[src/rtl/multicycle_control_unit.sv]
// Multicycle CPU controller: sequences IF/ID/EXE/MEM/WB over the shared
// single-cycle datapath, drives every control strobe from the current state
// and opcode, flags undefined opcodes and counts retired instructions.
module multicycle_control_unit #(
    parameter int CNT_W = 32
) (
    input  logic             clk,
    input  logic             reset,
    input  logic [5:0]       opCode,
    input  logic             zero,
    output logic             PCWre,
    output logic             IRWre,
    output logic             InsMemRW,
    output logic             RegWre,
    output logic             RegOut,
    output logic             ALUSrcB,
    output logic [2:0]       ALUOp,
    output logic             ALUM2Reg,
    output logic             DataMemRW,
    output logic [1:0]       PCSrc,
    output logic             ExtSel,
    output logic [3:0]       state,
    output logic             halted,
    output logic             illegal,
    output logic [CNT_W-1:0] retired
);

    localparam logic [3:0] S_IF     = 4'd0;
    localparam logic [3:0] S_ID     = 4'd1;
    localparam logic [3:0] S_EXE_AL = 4'd2;
    localparam logic [3:0] S_EXE_BR = 4'd3;
    localparam logic [3:0] S_EXE_LS = 4'd4;
    localparam logic [3:0] S_MEM    = 4'd5;
    localparam logic [3:0] S_WB_AL  = 4'd6;
    localparam logic [3:0] S_WB_LD  = 4'd7;
    localparam logic [3:0] S_HALT   = 4'd8;

    localparam logic [5:0] OP_ADD  = 6'b000000;
    localparam logic [5:0] OP_SUB  = 6'b000001;
    localparam logic [5:0] OP_ADDI = 6'b000010;
    localparam logic [5:0] OP_OR   = 6'b010000;
    localparam logic [5:0] OP_AND  = 6'b010001;
    localparam logic [5:0] OP_ORI  = 6'b010010;
    localparam logic [5:0] OP_SLT  = 6'b011000;
    localparam logic [5:0] OP_SW   = 6'b100110;
    localparam logic [5:0] OP_LW   = 6'b100111;
    localparam logic [5:0] OP_BEQ  = 6'b110000;
    localparam logic [5:0] OP_J    = 6'b111000;
    localparam logic [5:0] OP_HALT = 6'b111111;

    logic [3:0]       state_q;
    logic [3:0]       state_d;
    logic             illegal_q;
    logic [CNT_W-1:0] retired_q;
    logic             pc_step;
    logic             is_r, is_addi, is_ori, is_lw, is_sw, is_beq, is_j, is_halt, is_legal;
    logic [2:0]       alu_op;

    // Opcode classification and per-opcode ALU operation
    always_comb begin
        is_r    = 1'b0;
        is_addi = (opCode == OP_ADDI);
        is_ori  = (opCode == OP_ORI);
        is_lw   = (opCode == OP_LW);
        is_sw   = (opCode == OP_SW);
        is_beq  = (opCode == OP_BEQ);
        is_j    = (opCode == OP_J);
        is_halt = (opCode == OP_HALT);
        alu_op  = 3'b000;
        case (opCode)
            OP_ADD: is_r = 1'b1;
            OP_SUB: begin is_r = 1'b1; alu_op = 3'b001; end
            OP_OR:  begin is_r = 1'b1; alu_op = 3'b010; end
            OP_AND: begin is_r = 1'b1; alu_op = 3'b011; end
            OP_SLT: begin is_r = 1'b1; alu_op = 3'b100; end
            OP_ORI: alu_op = 3'b010;
            OP_BEQ: alu_op = 3'b001;
            default: ;
        endcase
        is_legal = is_r | is_addi | is_ori | is_lw | is_sw | is_beq | is_j | is_halt;
    end

    // Next-state selection; unreachable encodings fall back to IF
    always_comb begin
        state_d = S_IF;
        case (state_q)
            S_IF: state_d = S_ID;
            S_ID: begin
                if (is_halt)                 state_d = S_HALT;
                else if (is_beq)             state_d = S_EXE_BR;
                else if (is_lw | is_sw)      state_d = S_EXE_LS;
                else if (is_r | is_addi | is_ori) state_d = S_EXE_AL;
                else                         state_d = S_IF;
            end
            S_EXE_AL: state_d = S_WB_AL;
            S_EXE_BR: state_d = S_IF;
            S_EXE_LS: state_d = S_MEM;
            S_MEM:    state_d = is_lw ? S_WB_LD : S_IF;
            S_WB_AL:  state_d = S_IF;
            S_WB_LD:  state_d = S_IF;
            S_HALT:   state_d = S_HALT;
            default:  state_d = S_IF;
        endcase
    end

    // State register
    always_ff @(posedge clk or negedge reset) begin
        if (!reset) state_q <= S_IF;
        else        state_q <= state_d;
    end

    // Sticky undefined-opcode flag, raised while decoding
    always_ff @(posedge clk or negedge reset) begin
        if (!reset)                          illegal_q <= 1'b0;
        else if (state_q == S_ID && !is_legal) illegal_q <= 1'b1;
    end

    // Retired-instruction counter, wraps freely
    always_ff @(posedge clk or negedge reset) begin
        if (!reset)       retired_q <= '0;
        else if (pc_step) retired_q <= retired_q + CNT_W'(1);
    end

    // Control strobes decoded from state and opcode; write enables gated by reset
    always_comb begin
        pc_step   = ((state_q == S_ID) && (is_j || !is_legal)) ||
                    (state_q == S_EXE_BR) ||
                    ((state_q == S_MEM) && is_sw) ||
                    (state_q == S_WB_AL) || (state_q == S_WB_LD);
        PCWre     = reset & pc_step;
        IRWre     = reset & (state_q == S_IF);
        InsMemRW  = (state_q == S_IF);
        RegWre    = reset & ((state_q == S_WB_AL) || (state_q == S_WB_LD));
        DataMemRW = reset & (state_q == S_MEM) & is_sw;
        RegOut    = is_r;
        ALUSrcB   = is_addi | is_ori | is_lw | is_sw;
        ALUOp     = alu_op;
        ALUM2Reg  = (state_q == S_WB_LD);
        ExtSel    = ~is_ori;
        PCSrc     = 2'b00;
        if (state_q == S_ID && is_j)            PCSrc = 2'b10;
        else if (state_q == S_EXE_BR && zero)   PCSrc = 2'b01;
        state     = state_q;
        halted    = (state_q == S_HALT);
        illegal   = illegal_q;
        retired   = retired_q;
    end

endmodule

[config.mk]
export PLATFORM = sky130hd
export DESIGN_NAME = multicycle_control_unit
export DESIGN_NICKNAME = d
export VERILOG_FILES = /design/src/rtl/multicycle_control_unit.sv
export SDC_FILE = /design/constraint.sdc
export NUM_CORES = 1
export LEC_CHECK = 0
export ABC_AREA = 1
export CAP_MARGIN = 30
export CORE_MARGIN = 2
export CORE_UTILIZATION = 30
export CTS_CLUSTER_SIZE = 8
export DETAILED_ROUTE_END_ITERATION = 6
export MAX_ROUTING_LAYER = met4
export SLEW_MARGIN = 20
export SYNTH_ARGS = -nofsm -noshare
export SYNTH_HDL_FRONTEND = slang
export SYNTH_SLANG_ARGS = --single-unit
[constraint.sdc]
create_clock -name clk -period 3.3 [get_ports clk]
set_input_delay 0.33 -clock clk [delete_from_list [all_inputs] [get_ports clk]]
set_output_delay 0.33 -clock clk [all_outputs]
set_load 0.1 [all_outputs]
After elaboration in Yosys (flattened, before gate mapping)
Cells that the tools add are included.
Operators by class
  $mul: 0
  shift operators: 0
  bitwise operators: 17
  div/mod/pow operators: 0
  $lt $le $gt $ge: 0
  eq/ne operators: 19
  multiplexer cells: 10
  reduce and logical (&&, ||, !) cells: 17
  $add $sub $neg: 1
Operators by type and width (number)
  adder 32 x 1 -> 32 bit (second input constant): 1
  equality test 6 bit (second input constant): 5
  equality test 6 x 5 -> 1 bit (second input constant): 4
  one-hot mux 4 bit (6 select lines): 1
  equality test 4 x 3 -> 1 bit (second input constant): 4
  one-hot mux 3 bit (4 select lines): 1
  bitwise OR 1 bit: 11
  2-to-1 mux 3 bit: 3
  equality test 4 x 2 -> 1 bit (second input constant): 2
  equality test 6 x 1 -> 1 bit (second input constant): 1
  equality test 6 x 2 -> 1 bit (second input constant): 1
  logical NOT 6 bit: 1
  logical OR 1 bit: 6
  AND 1 bit: 5
  logical AND 1 bit: 5
  OR reduction 5 bit: 1
  equality test 4 x 1 -> 1 bit (second input constant): 1
  equality test 4 bit (second input constant): 1
  logical NOT 4 bit: 1
  2-to-1 mux 2 bit: 2
  2-to-1 mux 4 bit: 1
  OR reduction 2 bit: 2
  2-to-1 mux 1 bit: 2
  logical NOT 1 bit: 1
  NOT 1 bit: 1
Word-level totals
  memories: 0
  flip-flop bits (word level): 37
  bits in writable memories: 0
  bits in latches: 0
  ROM bits: 0
  bits of input ports: 9

Logic depth before layout (Yosys ltp)
Gate-level depths: netlist of the first run.
  depth in word-level cells: 18
  depth in mapped cells: 11

Worst setup path after synthesis of the first run
Ideal clock, no wire load.
  kind: register to output
  from: register state_q[0], in the netlist state[0]
  to: output PCSrc[0]
  path buffers: 0
  cell stages (with the launch flop): 3
  data required time: 2970 ps
  setup slack: -1110 ps
  arrival time: 4080 ps
  cell sequence: dfrtp_1 > inv_1 > nor4_1
Between the ends
  cells in the longest elaborated chain, start to end: 4
  elaborated cells on any way between the ends: 6
  classes of those cells: eq/ne (2); mux (2); reduce/logical (2)
RTL lines
  start: declaration: RTL line 51  | logic [3:0] state_q;
  start signal: assignment: RTL line 109  | else state_q <= state_d;
  equality test 4 x 2 -> 1 bit: RTL line 142  | else if (state_q == S_EXE_BR && zero) PCSrc = 2'b01;
  logical AND 1 bit: RTL line 142
  2-to-1 mux 1 bit: RTL line 142
  2-to-1 mux 2 bit *: RTL line 141  | if (state_q == S_ID && is_j) PCSrc = 2'b10;
  end: declaration: RTL line 20  | output logic [1:0] PCSrc,
Every way passes the cells marked *; elsewhere a longest branch is shown, timed or not.

Worst setup path in the final report of the first run
  from: input opCode[0]
  to: output PCWre
Between the ends
  cells in the longest elaborated chain, start to end: 18
  elaborated cells on any way between the ends: 30
  classes of those cells: eq/ne (11); mux (1); bitwise (8); reduce/logical (10)
RTL lines
  start: declaration: RTL line 9  | input logic [5:0] opCode,
  equality test 6 x 5 -> 1 bit (tied with other cells): RTL line 70  | case (opCode)
  OR reduction 5 bit (no source line)
  2-to-1 mux 1 bit: RTL line 70
  bitwise OR 1 bit (7 in series): RTL line 80  | is_legal = is_r | is_addi | is_ori | is_lw | is_sw | is_beq | is_j | is_halt;
  logical NOT 1 bit: RTL line 126  | pc_step = ((state_q == S_ID) && (is_j || !is_legal)) ||
  logical OR 1 bit: RTL line 126
  logical AND 1 bit: RTL line 126
  logical OR 1 bit: RTL line 126
  logical OR 1 bit *: RTL line 127  | (state_q == S_EXE_BR) ||
  logical OR 1 bit *: RTL line 128  | ((state_q == S_MEM) && is_sw) ||
  logical OR 1 bit *: RTL line 129  | (state_q == S_WB_AL) || (state_q == S_WB_LD);
  AND 1 bit *: RTL line 130  | PCWre = reset & pc_step;
  end: declaration: RTL line 11  | output logic PCWre,
Marked as above.

==> impl_metrics.ini, run 1 <==
[synthesis]
synth_warnings = 0
synth_fp_nets = 433
synth_top_area_cell = dfrtp_1
synth-seq-cells = 37
synth_sequential_area_ratio_pct = 33.1
synth_area_leaders = dfrtp_1 (33%), nand2_1 (23%), nor2_1 (8.5%), nand3_1 (7.0%), nand3b_1 (4.6%)
syn-instance-count = 423
synth.top_cell.area_share_pct = 33.1
synth.distinct_cells = 29
postSynthAreaPerCell_um2 = 6.61
syn_area_um2 = 2800

[clock_network]
htreeDepth = 2
cts_tree = yes
path_clk_slew_ns = 0.07
cts_buffers = 5
ctsResizeCount = 0
clk_latency_ns = 0.30
clock_path_buffers = 2
postCtsSetupBuffers = 0
cts-root-buf = clkbuf_8
clock_sinks = 37
cts_hold_buf = 0

[timing]
max_slew_margin_pct = 34.4
slew_violations = 0
clock.fmax_mhz = 396
setup_viol = 0
finalCritPeriodShare_pct = 76.6
hold_violations = 0
period_needed_ns = 2.53
whs_ns = 0.105
setup-tns-final_ns = 0
clock_skew_ns = 0.00710
tightest_slew_ns = 0.981
rsz0062_at_grt = false

[die]
die_w_um = 101
core_area_um2 = 9150
rows = 35
io_pins = 61
die_area_um2 = 10100
initial_core_util_pct = 30.6
die_h_um = 101

[critical_path]
cp_top_family = buffers and inverters
timing.rr.start = retired[0]$_DFFE_PN0P_
path_cells = clkdlybuf4s50_1, nor2_1, nand3_1, nand3_2, nor2_2, nand2_4, a21oi_2, buf_4
critPathKind = primary input to output port
worst-path-buf-inv = 2
end_kind = output port
crit_fanout = 35
slowest_stage = clkdlybuf4s50_1
crit_path_start_kind = primary input
worstPathRequired_ns = 2.97
path_depth = 8
critical_path.max_stage_delay_ns = 0.55
r2r_cells = 10
startpoint = opCode[0]
worstPathArrival_ns = 2.20

[global_route]
grt_pass1_wl_mm = 13.1
grtUsageMet3_pct = 2.57
grt.total_usage_pct = 16.7
antenna_found_initial = 0
gr-usage-met2_pct = 25.3
grt_max_degree = 38
grt_busiest_layer = met2
use_met1_pct = 23.0
grt-ovfl-total = 0
grt_pass1_vias = 2693

[power]
p_leak_nw = 1.70
total_power_mw = 2.16
ir_drop_v = 0.000629
power.density_nw_per_um2 = 610

[place]
hpwl_mm = 5.88
place_inst = 587
portBuffers = 60
gp_congestion = 0.924

[drt]
wl_per_cell_um = 12.7
routed_wl_mm = 7.59
drc = 0
vias = 2748
ant_nets = 0
vias_per_cell = 4.62
drt_iter0_markers = 141
dr.pass1.iters = 4

[layout]
n_antenna_cell = 0
utilization_pct = 38.7
layout-drive-gt1-share_pct = 12.6
syn2layout_area_growth_pct = 26.5
nFillCells = 975
final_cells = 595
num-nets-final = 493

[worst_hold_path]
hold_path.class = primary input to asynchronous set/reset pin

[run]
drv_cap = 0

[run_status]
status = finished clean
## synth_stat cells
master	count
nand3b_1	17
ha_1	1
nand2_1	173
inv_1	26
inv_2	3
o21bai_1	1
nand3_1	39
nor3_1	3
nor2_1	63
nor2_8	1
nand3_2	2
nor2_4	5
buf_4	3
nor4_1	1
nand2_2	13
a21oi_2	1
buf_6	5
o21ai_0	3
and2_1	1
nand2_4	2
nor2_2	3
buf_8	1
nand4_1	1
nand2_8	1
dfrtp_1	37
xnor2_1	4
a21oi_1	1
o211ai_1	1
xor2_1	11
## flip-flops by register name, indices dropped and copies added (netlist names)
name     cells
state        4
retired     32
illegal      1
## where the power goes
part           total (mW)  switching [mW]  leakage (nW)  internal (mW)
combinational        1.23           0.970          1.14          0.262
clock               0.357           0.168        0.0542          0.189
sequential          0.569          0.0712         0.503          0.498
## layout by cell type, fill, tap and decap left out
cell type and n:
inv_1 26, a21oi_1 1, nor2_1 63, o211ai_1 1, nand2_2 13, xnor2_1 4
inv_2 3, buf_4 17, and2_1 1, o21bai_1 1, a21oi_2 1, ha_1 1
nor2_8 1, xor2_1 11, nor2_2 3, dfrtp_1 37, buf_2 1, nand3_1 39
clkdlybuf4s50_1 44, nand3_2 2, clkbuf_8 7, o21ai_0 3, nand4_1 1, nand2_8 1
nor4_2 1, nand2_4 2, nor2_4 5, nand2_1 173, clkinv_2 1, nand3b_1 17
nor3_2 3
## kinds of logic (layout without fill, tap and decap cells)
group / after synthesis / count (layout) / share of synthesized area, %
XOR/XNOR: 15 / 15 / 4.70
buffers and inverters: 38 / 99 / 7.24
AND/OR/NAND/NOR: 325 / 325 / 53.0
flip-flops: 37 / 37 / 33.1
adder cells (fa/ha/maj): 1 / 1 / 0.447
AO/OA/AOI/OAI: 7 / 7 / 1.57
## final cells by class
class / count / area, um2 / share of cell area [%]
clock inverter: 1 / 5.00 / 0.141
clock buffer: 7 / 96.3 / 2.72
timing repair buffer: 62 / 573 / 16.2
inverter: 29 / 109 / 3.08
sequential: 37 / 926 / 26.2
tap: 111 / 139 / 3.93
multi-input combinational: 348 / 1690 / 47.8
## routing by layer
layer  up-vias  routed length, um
li1       1444                  -
met1      1236               3800
met2        56               3360
met3        12                273
met4         0                155
met5         -                  0
## worst paths after layout
path	endpoint	slack [ns]
setup / recovery	PCWre	0.77
min in group clk	illegal$_DFFE_PN0P_	0.48
hold reg to reg	illegal$_DFFE_PN0P_	0.48
max in group asynchronous	retired[4]$_DFFE_PN0P_	2.87
hold / removal	retired[16]$_DFFE_PN0P_	0.10
setup reg to reg	retired[28]$_DFFE_PN0P_	1.40
## stage by stage
stage               worst slack (ns)  instance area (um2)
CTS                            0.800                 3540
floorplan                     0.0429                 2820
detailed placement             0.810                 3440
global route                   0.646                 3540
global placement               0.863                 3440
finish                         0.773                 3540
(Power assumes the default switching activity.)
==> inputs of run 2 (changes only) <==
==> constraint.sdc (replaced) <==
create_clock -name clk -period 2.4 [get_ports clk]
set_input_delay 0.24 -clock clk [delete_from_list [all_inputs] [get_ports clk]]
set_output_delay 0.24 -clock clk [all_outputs]
set_load 0.1 [all_outputs]
==> run 2 against run 1 <==
Net effect:
- the run now ends with hold timing left
- combinational power rose by 44%
- die area did not move
- clock skew grew 0.0056 ns
- sequential share of layout area shrank 0.55 points
- via count grew 4.3%
- worst setup slack got worse by 0.57 ns
- first-iteration DRC count decreased by 21%
- sequential power rose by 40%
- hold slack worse by 0.12 ns
- non-clock buffer count up 1
- routed wire length rose by 3.1%
- global-route usage up 0.58 points
- critical path type is now flip-flop to output port
==> impl_metrics.ini, run 2 (synthesized netlist as in run 1, its figures left out) <==
[place]
gp_congestion = 0.905
place_inst = 588
placed_cell_area_um2 = 3510
portBuffers = 60
hpwl_mm = 6.20

[layout]
layout-drive-gt1-share_pct = 21.4
final_cells = 596
largest_reg_flops = 32
num-nets-final = 494
finalInstanceArea_um2 = 3630
utilization_pct = 39.7
layout_common_cells = nand2_1 (173), nor2_1 (62), buf_4 (45), nand3_1 (39), dfrtp_1 (33)
layout_commonest_cell = nand2_1
syn2layout_area_growth_pct = 29.9
n_antenna_cell = 0

[global_route]
grt_pass1_vias = 2817
grt.total_usage_pct = 17.3
grt-ovfl-total = 0
grt_max_degree = 38
antenna_found_initial = 0
grt_pass1_wl_mm = 13.5

[critical_path]
rrSetupSlack_ns = 0.46
crit_fanout = 18
r2r_cells = 10
rr_endpoint = retired[28]$_DFFE_PN0P_
worstPathArrival_ns = 1.96
worstPathRequired_ns = 2.16
critPathKind = flip-flop to output port
slowest_stage = dfrtp_2
cp_top_family = simple AND/OR/NAND/NOR gates
critical_path.max_stage_delay_ns = 0.45
crit_path_start_kind = flip-flop
worst-path-buf-inv = 2
timing.rr.start = retired[0]$_DFFE_PN0P_
path_cells = inv_2, nand2_2, nor2_4, nand2_2, nor2_4, nand2_4, a21oi_4, buf_12
end_kind = output port

[clock_network]
postCtsSetupBuffers = 0
cts_tree = yes
cts_buffers = 5
cts_hold_buf = 0
clk_latency_ns = 0.30
clock_path_buffers = 2
htreeDepth = 2
clock_sinks = 37
cts-root-buf = clkbuf_8
path_clk_slew_ns = 0.08
ctsResizeCount = 0

[die]
die_w_um = 101
initial_core_util_pct = 30.6
io_pins = 61
die_area_um2 = 10100
die_h_um = 101
core_area_um2 = 9150
rows = 35

[power]
total_power_mw = 3.14
ir_drop_v = 0.000982
power.density_nw_per_um2 = 863
p_leak_nw = 1.81

[timing]
max_slew_margin_pct = 68.9
slew_violations = 0
hold_violations = 12
finalCritPeriodShare_pct = 91.7
tightest_slew_ns = 0.466
whs_ns = -0.0165
clock_skew_ns = 0.0127
setup_viol = 0
rsz0062_at_grt = false
clock.fmax_mhz = 454
period_needed_ns = 2.20

[run_status]
failed_checks = hold timing
status = complete, but fails checks

[drt]
ant_nets = 0
drc = 0
routed_wl_mm = 7.82
wl_met2_mm = 3.52
drt_iter0_markers = 111
vias = 2866
vias_per_cell = 4.81
top_layer_used = met4
met1_length_mm = 3.83
wl_per_cell_um = 13.1
dr.pass1.iters = 4
routed-wl-met3_um = 396

[worst_hold_path]
hold_path.class = primary input to asynchronous set/reset pin

[run]
drv_cap = 0
==> run 2: report_power, final <==
group / internal (mW) / switching (mW) / leakage [nW] / total, mW
clock network: 0.338 / 0.237 / 0.0574 / 0.575
logic: 0.407 / 1.36 / 1.26 / 1.77
registers: 0.689 / 0.105 / 0.497 / 0.794
==> run 2: layout make-up <==
type	count	area (um2)
clock buffer	6	82.6
clock inverter	2	37.5
fill	975	5520
inverter	29	109
multi-input combinational	348	1720
sequential	37	931
tap	111	139
timing repair buffer	63	613
==> run 2: worst max path at each step <==
stage                                   from  endpoint  cells past startpoint
final                     state[3]$_DFF_PN0_     PCWre                      8
after global routing      state[3]$_DFF_PN0_     PCWre                      8
after CTS                 state[3]$_DFF_PN0_     PCWre                      8
after detailed placement           opCode[4]     PCWre                     10
after global placement             opCode[3]     PCWre                     10
after floorplan           state[2]$_DFF_PN0_  ALUM2Reg                      4
==> run 2: per-layer routing <==
metal  GRT usage [%]  up-vias
met5               -        -
met2            27.2       75
met3            3.12        8
met4            3.69        0
li1                -     1456
met1            23.3     1327
==> run 2: through the flow <==
| step | setup TNS (ns) | setup slack (ns) |
|---|---|---|
| 6_report | 0 | 0.199 |
| 2_1_floorplan | -0.255 | -0.128 |
| 5_1_grt | 0 | 0.0767 |
| 4_1_cts | 0 | 0.173 |
| 3_5_place_dp | 0 | 0.278 |
| 3_3_place_gp | 0 | 0.328 |
==> inputs of run 3 (changes only) <==
--- a/config.mk
+++ b/config.mk
@@ -7,9 +7,8 @@
 export LEC_CHECK = 0
 export ABC_AREA = 1
 export CAP_MARGIN = 30
-export CORE_MARGIN = 2
 export CORE_UTILIZATION = 30
-export CTS_CLUSTER_SIZE = 8
+export CTS_CLUSTER_SIZE = 20
 export DETAILED_ROUTE_END_ITERATION = 6
 export MAX_ROUTING_LAYER = met4
 export SLEW_MARGIN = 20
==> run 3 against run 2 <==
Net effect:
- the flow now finishes without violations
- worst setup slack lost 0.023 ns
- sequential power about the same
- maximum frequency down 1.0%
- final area is 1.2% lower
- final cell count decreased by 0.50%
- non-clock buffer count unchanged
- core utilization grew 0.68 points
==> impl_metrics.ini, run 3 (synthesized netlist as in run 1, its figures left out) <==
[critical_path]
end_kind = output port
crit_fanout = 20
rrSetupSlack_ns = 0.43
crit_path_start_kind = flip-flop
path_cells = inv_2, nand2_2, nor2_4, nand2_2, nor2_4, nand2_4, a21oi_4, buf_12
timing.rr.start = retired[0]$_DFFE_PN0P_
critical_path.max_stage_delay_ns = 0.45
slowest_stage = dfrtp_2
critPathKind = flip-flop to output port
worstPathRequired_ns = 2.16
r2r_cells = 10
worstPathArrival_ns = 1.98
rr_endpoint = retired[28]$_DFFE_PN0P_

[timing]
period_needed_ns = 2.22
clock_skew_ns = 0.0103
hold_violations = 0
rsz0062_at_grt = false
finalCritPeriodShare_pct = 92.7
tightest_slew_ns = 0.501
slew_violations = 0
setup_viol = 0
clock.fmax_mhz = 450
whs_ns = 0.0130
max_slew_margin_pct = 66.6

[drt]
vias = 2860
ant_nets = 0
wl_per_cell_um = 13.3
drc = 0
vias_per_cell = 4.82
drt_iter0_markers = 152
routed_wl_mm = 7.91
dr.pass1.iters = 4

[die]
die_h_um = 98.6
rows = 34
die_area_um2 = 9720
initial_core_util_pct = 31.5
die_w_um = 98.6
io_pins = 61
core_area_um2 = 8890

[power]
p_seq_share_pct = 26.4
switching_share_pct = 56.6
p_leak_nw = 1.79
internal_power_mw = 1.30
pwr-share-comb_pct = 58.9
ir_drop_v = 0.00134
total_power_mw = 3.01
clkPwrFrac_pct = 14.7
switching_power_mw = 1.70
power.density_nw_per_um2 = 837

[layout]
nFillCells = 927
n_antenna_cell = 0
layout_commonest_cell = nand2_1
num-nets-final = 494
layout_common_cells = nand2_1 (173), nor2_1 (62), buf_4 (45), nand3_1 (39), dfrtp_1 (33)
largest_reg_flops = 32
utilization_pct = 40.4
layout-drive-gt1-share_pct = 20.8
syn2layout_area_growth_pct = 28.3

[worst_hold_path]
hold_path.class = primary input to asynchronous set/reset pin

[clock_network]
htreeDepth = 2
clk_latency_ns = 0.30
cts_buffers = 5
clock_path_buffers = 2
cts_tree = yes
cts-root-buf = clkbuf_8
postCtsSetupBuffers = 0
ctsResizeCount = 0
path_clk_slew_ns = 0.08
cts_hold_buf = 0
clock_sinks = 37

[global_route]
grt_max_degree = 38
grt-ovfl-total = 0
grt.total_usage_pct = 17.9
grt_pass1_wl_mm = 13.5
grt_pass1_vias = 2751
antenna_found_initial = 0

[run]
drv_cap = 0

[place]
hpwl_mm = 6.07
gp_congestion = 0.959
portBuffers = 60

[run_status]
status = finished clean
-- run 3: worst max-delay path by stage --
stage | start | endpoint | slack [ns]
finish | state[3]$_DFF_PN0_ | PCWre | 0.18
global route | state[3]$_DFF_PN0_ | PCWre | 0.06
CTS | state[3]$_DFF_PN0_ | PCWre | 0.17
detailed placement | opCode[3] | PCWre | 0.27
global placement | opCode[4] | PCWre | 0.32
floorplan | state[2]$_DFF_PN0_ | ALUM2Reg | -0.13
-- run 3: through the flow --
step | instances | TNS (ns) | worst slack, ns | instance area (um2)
detailed placement | 585 | 0 | 0.273 | 3510
global route | 593 | 0 | 0.0557 | 3590
floorplan | 423 | -0.255 | -0.128 | 2860
finish | 593 | 0 | 0.176 | 3590
CTS | 593 | 0 | 0.173 | 3590
global placement | 585 | 0 | 0.315 | 3510
-- run 3: power groups by stage --
stage / sequential (mW) / clock [mW] / combinational, mW
after detailed placement: 0.806 / 0 / 1.78
after global placement: 0.805 / 0 / 1.76
after global routing: 0.805 / 0.482 / 1.90
after floorplan: 1.20 / 0 / 1.11
after CTS: 0.795 / 0.447 / 1.78
final: 0.795 / 0.441 / 1.77
-- run 3: layout make-up --
type	count	area [um2]	area share [%]
multi-input combinational	348	1720	48.0
inverter	29	109	3.03
sequential	37	931	25.9
timing repair buffer	63	613	17.1
tap	108	135	3.76
clock buffer	8	80.1	2.23
-- run 3: critical path: cells and delay by family (launching register included) --
| kind | cells | cell delay (ns) |
|---|---|---|
| DFF | 1 | 0.45 |
| buffers and inverters | 2 | 0.32 |
| and+or+nand+nor | 5 | 0.68 |
| AOI/OAI and AO/OA | 1 | 0.22 |
-- run 3: layer usage --
metal	GRT usage (%)	vias to the layer above	part of all wire, %
met3	2.62	5	3.8
met5	-	-	0
li1	-	1449	-
met4	4.13	0	0.43
met2	28.3	78	45
met1	24.4	1328	50
